===== config.mk =====
export PLATFORM = sky130hd
export DESIGN_NAME = ezm_prog_feeder
export DESIGN_NICKNAME = d
export VERILOG_FILES = /design/src/rtl/ezm_prog_feeder.sv
export SDC_FILE = /design/constraint.sdc
export NUM_CORES = 1
export LEC_CHECK = 0
export CORE_MARGIN = 10
export CORE_UTILIZATION = 53
export DETAILED_ROUTE_END_ITERATION = 10
export GPL_TIMING_DRIVEN = 0
export PLACE_DENSITY = 0.86
export SLEW_MARGIN = 20
export SYNTH_ARGS = -nofsm -noshare
export SYNTH_HDL_FRONTEND = slang
export SYNTH_SLANG_ARGS = --single-unit

===== constraint.sdc =====
create_clock -name clk -period 2.18 [get_ports clk]
set_clock_uncertainty 0.15 [all_clocks]
set_input_delay 0.436 -clock clk [delete_from_list [all_inputs] [get_ports clk]]
set_output_delay 0.436 -clock clk [all_outputs]
set_load 0.02 [all_outputs]

===== src/rtl/ezm_prog_feeder.sv =====
`default_nettype none
// ============================================================================
// Module  : ezm_prog_feeder
// Brief   : Small program store that is loaded one 6-bit instruction at a
//           time and then replayed, one instruction per clock, into the
//           in_i input of a downstream CPU. It emits a no-op (6'b000000)
//           whenever it is not playing.
// Revision: 1.0 - initial release
// ============================================================================
module ezm_prog_feeder #(
    parameter int DEPTH = 16,   // program-store depth, power of two in 2..64
    parameter int LOOP  = 0     // 1: wrap to address 0 after the last word
) (
    input  logic                     clk,
    input  logic                     rst,       // asynchronous, active-low
    input  logic                     wr_valid,
    input  logic [5:0]               wr_data,
    output logic                     wr_ready,
    input  logic                     start,
    input  logic                     stop,
    input  logic                     clear,
    output logic [5:0]               instr_o,
    output logic                     busy,
    output logic                     done,
    output logic [$clog2(DEPTH):0]   count_o
);

    localparam int             c_AW    = $clog2(DEPTH);
    localparam int             c_CW    = c_AW + 1;
    localparam logic [c_CW-1:0] c_DEPTH = c_CW'(DEPTH);
    localparam logic [c_CW-1:0] c_ONE   = c_CW'(1);
    localparam logic [5:0]     c_NOP   = 6'b000000;

    typedef enum logic [1:0] {
        S_IDLE = 2'd0,
        S_RUN  = 2'd1,
        S_DONE = 2'd2
    } state_t;

    state_t            state_q;
    logic [c_CW-1:0]   count_q;     // number of stored words, may equal DEPTH
    logic [c_CW-1:0]   rd_ptr_q;    // next address to play
    logic [5:0]        instr_q;
    logic [5:0]        mem_q [DEPTH];

    logic              wr_fire;
    logic [5:0]        rd_word;
    logic [5:0]        first_word;

    // Writes are only accepted while idle, not full, and with no competing
    // start/clear request; rst gating keeps wr_ready low during reset.
    always_comb begin
        wr_ready = rst && (state_q == S_IDLE) && (count_q < c_DEPTH)
                   && !start && !clear;
        wr_fire  = wr_valid && wr_ready;
    end

    // Read ports: rd_ptr is only used while rd_ptr < count <= DEPTH, so the
    // low address bits always select a valid entry.
    always_comb begin
        rd_word    = mem_q[rd_ptr_q[c_AW-1:0]];
        first_word = mem_q[0];
    end

    // Program store: no reset so it maps onto plain RAM; stale contents are
    // unreachable because count restarts at zero.
    always_ff @(posedge clk) begin
        if (wr_fire) begin
            mem_q[count_q[c_AW-1:0]] <= wr_data;
        end
    end

    // Control FSM with registered instruction output and counters.
    always_ff @(posedge clk or negedge rst) begin
        if (!rst) begin
            state_q  <= S_IDLE;
            count_q  <= '0;
            rd_ptr_q <= '0;
            instr_q  <= c_NOP;
        end else begin
            case (state_q)
                S_IDLE: begin
                    instr_q <= c_NOP;
                    if (clear) begin
                        count_q <= '0;
                    end else if (start && (count_q != '0)) begin
                        state_q  <= S_RUN;
                        instr_q  <= first_word;
                        rd_ptr_q <= c_ONE;
                    end else if (wr_fire) begin
                        count_q <= count_q + c_ONE;
                    end
                end
                S_RUN: begin
                    if (stop) begin
                        state_q  <= S_IDLE;
                        instr_q  <= c_NOP;
                        rd_ptr_q <= '0;
                    end else if (rd_ptr_q < count_q) begin
                        instr_q  <= rd_word;
                        rd_ptr_q <= rd_ptr_q + c_ONE;
                    end else if (LOOP != 0) begin
                        // wrap without inserting a no-op bubble
                        instr_q  <= first_word;
                        rd_ptr_q <= c_ONE;
                    end else begin
                        state_q  <= S_DONE;
                        instr_q  <= c_NOP;
                        rd_ptr_q <= '0;
                    end
                end
                S_DONE: begin
                    instr_q <= c_NOP;
                    if (stop) begin
                        state_q <= S_IDLE;
                    end else if (clear) begin
                        state_q <= S_IDLE;
                        count_q <= '0;
                    end else if (start) begin
                        state_q  <= S_RUN;
                        instr_q  <= first_word;
                        rd_ptr_q <= c_ONE;
                    end
                end
                default: begin
                    state_q  <= S_IDLE;
                    instr_q  <= c_NOP;
                    rd_ptr_q <= '0;
                end
            endcase
        end
    end

    // Status outputs are straight decodes of registered state.
    always_comb begin
        busy    = (state_q == S_RUN);
        done    = (state_q == S_DONE);
        instr_o = instr_q;
        count_o = count_q;
    end

endmodule
`default_nettype wire


# Word level (Yosys, flattened, before mapping)
# Memories as Yosys holds them, arrays and structs flattened.
# Index checks and enable logic that the tools add are counted.
# word_totals
ff_bits	18
latch_bits	0
ram_bits	96
romBits	0
input_bits	12
out_inout_bits	14
elab_cells	67
n_memories	1
# mem_list
memory	depth	width	rd	rd_ports_with_merged_regs	write_ports	line_no	rtl
mem_q	16	6	2	0	1	44	logic [5:0] mem_q [DEPTH];
# op_classes
addsub	2
n_mul	0
n_div	0
n_lt_le_gt_ge	2
n_eq_ne	12
shifts	0
mux	32
n_bitwise	0
n_reduce_logical	14
# op_table
op	count
5-bit two-way mux	12
6-bit two-way mux	7
6-bit case mux with 3 select lines	1
5-bit case mux with 3 select lines	1
2-bit two-way mux	7
5-bit by 1-bit adder with 5-bit output (second input constant)	2
2-bit != test (second input constant)	5
5-bit case mux with 2 select lines	1
5-bit AND reduction	2
3-bit != test (second input constant)	3
1-bit logical AND	6
2-bit case mux with 3 select lines	1
5-bit less-than comparator	1
5-bit less-than comparator (second input constant)	1
5-bit nonzero test	1
4-bit != test (second input constant)	1
4-bit AND reduction	1
2-bit by 1-bit equality test with 1-bit output (second input constant)	1
2-bit equality test (second input constant)	1
1-bit zero test	2
2-bit zero test	1
1-bit two-way mux	2
2-bit by 1-bit != test with 1-bit output (second input constant)	1
2-bit nonzero test	1

# Longest topological paths before layout
# depth
word_depth	10
mapped_depth	9
depth_no_buf	7

# Worst setup path before layout
# Ideal clock, no wire load.
# synth_timing
kind	register to register
start	register count_q[4], in the netlist count_o[4]
end	memory mem_q[0][0], enable pin
setup_ns	0.377
t_arrival_ns	1.847
path_slack_ns	-0.193
stages_incl_launch_ff	6
n_path_buf	0
period_less_slack_ns	2.373
cell_sequence	dfrtp_1 > nor4b_1 > nand2_1 > nor3_2 > nand2_1 > nor3_1
# synth_via
elab_chain_len	7
# synth_rtl
element	line_no	rtl
start, declared	41	logic [c_CW-1:0] count_q;
start signal, assigned	91	count_q <= count_q + c_ONE;
5-bit less-than comparator	53	wr_ready = rst && (state_q == S_IDLE) && (count_q < c_DEPTH)
1-bit logical AND	53	
1-bit logical AND (2 in a row)	54	&& !start && !clear;
1-bit logical AND	55	wr_fire = wr_valid && wr_ready;
1-bit two-way mux	68	if (wr_fire) begin
1-bit two-way mux (implied by the code)	69	mem_q[count_q[c_AW-1:0]] <= wr_data;
end, declared	44	
# No other way between the ends.

# Worst setup path after layout
# layout_timing
start	register state_q[1]
end	output wr_ready
# layout_via
elab_chain_len	5
# layout_rtl
element	line_no	rtl
start, declared	40	state_t state_q;
start signal, assigned	76	state_q <= S_IDLE;
start signal, assigned	87	state_q <= S_RUN;
start signal, assigned	96	state_q <= S_IDLE;
2-bit zero test	53	
1-bit logical AND (2 in a row)	53	
1-bit logical AND (2 in a row)	54	
end, declared	18	output logic wr_ready,
# No other way between the ends.

==> results.yml <==
sta:
  hold_viol: 0
  worst_pin_slew_ns: 0.879
  period_minus_slack_ns: 2.37
  rsz0062_at_grt: "true"
  setup_viol: 101
  fmax_ghz: 0.422
  finalCritPeriodShare_pct: 109
  slew_viol_final: 0
  setup_slack_ns: -0.189
  fin_hold_ws_ns: 0.359
  slew_headroom_pct: 41.2
setup_path:
  critPathArrivalTime_ns: 1.78
  start_kind: "flop"
  required_ns: 1.59
  critPathMaxFanout: 4
  endpoint_kind: "primary output"
  path_class: "flop to primary output"
global_routing:
  grt_start_max_net_pins: 19
  grt_pass1_wl_um: 18000
  antenna_found_initial: 0
  grt-ovfl-total: 0
  grt_pass1_vias: 3048
  grt_use_total_pct: 18.5
hold_path:
  hp-class: "flop to flop"
yosys:
  ys_ff_latch: 114
  ys.flop_type: "edfxtp_1"
  synth_edf_count: 96
  synthesis.area_um2: 4860
  synth_area_leaders: "edfxtp_1 59%, dfrtp_1 9.3%, mux4_1 7.6%, mux4_2 4.6%, ha_1 2.3%"
  yosysTopAreaCellShare_pct: 59.3
  synthCells: 286
  synthArstFlopShare_pct: 15.8
  avgSynthCellArea_um2: 17.0
  syn_nets: 307
  yosysSeqAreaShare_pct: 68.6
  ys.warnings.count: 0
  ys_types: 41
  yosys.area.top_type: "edfxtp_1"
clock_network:
  cts.clk_slew.worst_paths_ns: 0.06
  cts-root-buf: "clkbuf_8"
  cts.htree.levels: 4
  worstSkewPairLatency_ns: 0.52
  cts.sinks: 114
  clk_path_buf_depth: 2
  cts_tree: "yes"
  cts_buffers: 17
cells_and_area:
  area_delta_synth_final_pct: 29.0
  drive_gt1_share_pct: 30.0
  finalNonFillerCells: 465
  final_nets: 365
  insertedDiodeCount: 0
  post-route-util_pct: 71.2
power_and_ir_drop:
  power_density_nw_per_um2: 1020
  ir_drop_mv: 0.732
  finalPower_w: 0.00643
  leakagePower_nw: 2.26
placement:
  portBuffers: 25
  gp_congestion: 0.801
  preCtsSetupSlack_ns: -1.83
  dp_hpwl_um: 6320
  dp_cells: 419
die:
  chipWidth_um: 116
  start_util_pct: 55.2
  dieArea_um2: 13400
  rows: 34
  die_h_um: 116
  ios: 26
  core_area_um2: 8810
drt:
  drtIter0Drc: 289
  wl_per_cell_um: 25.9
  wirelength_um: 12000
  remaining_drc_errors: 0
  ant_nets: 0
  vias_per_cell: 6.51
  route.vias.total: 3029
  dr.pass1.iters: 5
outcome:
  outcome: "finished with violations"
  violations: "setup timing"
job:
  cap_violations: 0
[worst paths after layout]
path	from	slack, ns	depth (start not counted)	endpoint
setup / recovery	state_q[1]	-0.19	3	wr_ready
hold / removal	mem_q[0][5]	0.36	1	instr_o[5]
setup reg to reg	state_q[1]	-0.18	7	mem_q[0][2]
hold reg to reg	mem_q[0][5]	0.36	1	instr_o[5]
max in group asynchronous	rst	0.71	2	state_q[1]
min in group asynchronous	rst	0.56	2	count_o[3]
[registers in the layout (all words and copies together), names as in the netlist]
name and cells:
mem_q 96, instr_o 6, count_o 5, rd_ptr_q 5
state_q 2
[metal layers]
metal,global-route usage [%],up-vias,part of all wire [%]
met2,29.3,190,49
met3,5.32,38,8.4
met1,22.8,1534,39
met4,9.17,0,3.6
met5,0,-,0
li1,-,1267,-
[cells in the mapped netlist (4+ instances only)]
master	n
edfxtp_1	96
dfrtp_1	18
nor2_1	18
nand2_1	17
mux4_1	14
a21oi_1	11
mux4_2	10
ha_1	9
nor2b_1	9
a22o_1	8
buf_2	7
a211oi_1	6
clkbuf_1	6
inv_1	6
mux2i_1	6
nor3_1	6
o21ai_0	6
a21o_1	4
[cells by family after synthesis]
kind of cell	Yosys count	share of synthesized area, %
AND/OR/NAND/NOR	64	6.67
adder cells (fa/ha/maj)	9	2.32
AO/OA/AOI/OAI	48	6.72
flip-flops	114	68.6
multiplexers	30	13.4
buffers and inverters	21	2.29
[worst max-delay path, cell delays in order, from the launching register on]
cell and delay [ns]:
dfrtp_2 0.45, nor4b_4 0.38, nor3b_4 0.29, buf_6 0.15
[final cells by class]
type | instances | area [um2]
Buffer | 14 | 113
Clock buffer | 18 | 418
Clock inverter | 14 | 164
Fill cell | 470 | 2530
Inverter | 6 | 22.5
Multi-Input combinational cell | 151 | 1680
Sequential cell | 114 | 3340
Tap cell | 108 | 135
Timing Repair Buffer | 40 | 399
[placed cells by master (no fill, tap or decap), drive strengths merged, types with 4 or more instances in the layout]
cell / Yosys / final
clkinv: 0 / 6
mux4: 24 / 24
edfxtp: 96 / 96
nor2b: 9 / 9
nand2: 17 / 17
a22o: 8 / 8
clkbuf: 6 / 25
nor3: 7 / 7
a21oi: 11 / 11
clkinvlp: 0 / 4
nor2: 18 / 18
inv: 6 / 7
mux2i: 6 / 6
dfrtp: 18 / 18
a21o: 4 / 4
ha: 9 / 9
buf: 9 / 22
clkdlybuf4s50: 0 / 16
a211oi: 6 / 6
o21ai: 8 / 8
[what timing repair did]
action | in CTS | in global routing
setup buffers | 13 | 1
hold endpoints to repair | 18 | 0
pin swaps | 6 | 8
hold buffers | 1 | 0
resized for setup | 72 | 27
endpoints found under the setup margin | 115 | 108
[metrics by stage]
stage / TNS (ns) / instance area, um2
2_1_floorplan: -4.82 / 4860
3_3_place_gp: -145.64 / 5250
3_5_place_dp: -159.51 / 5250
4_1_cts: -0.0307 / 6170
5_1_grt: -10.27 / 6270
6_report: -6.17 / 6270
[where the power goes]
group	internal, W	leakage (nW)	switching, W
logic	0.000597	0.885	0.000643
registers	0.00242	1.10	0.0000541
clock network	0.00173	0.272	0.000975
(Power assumes the default switching activity.)
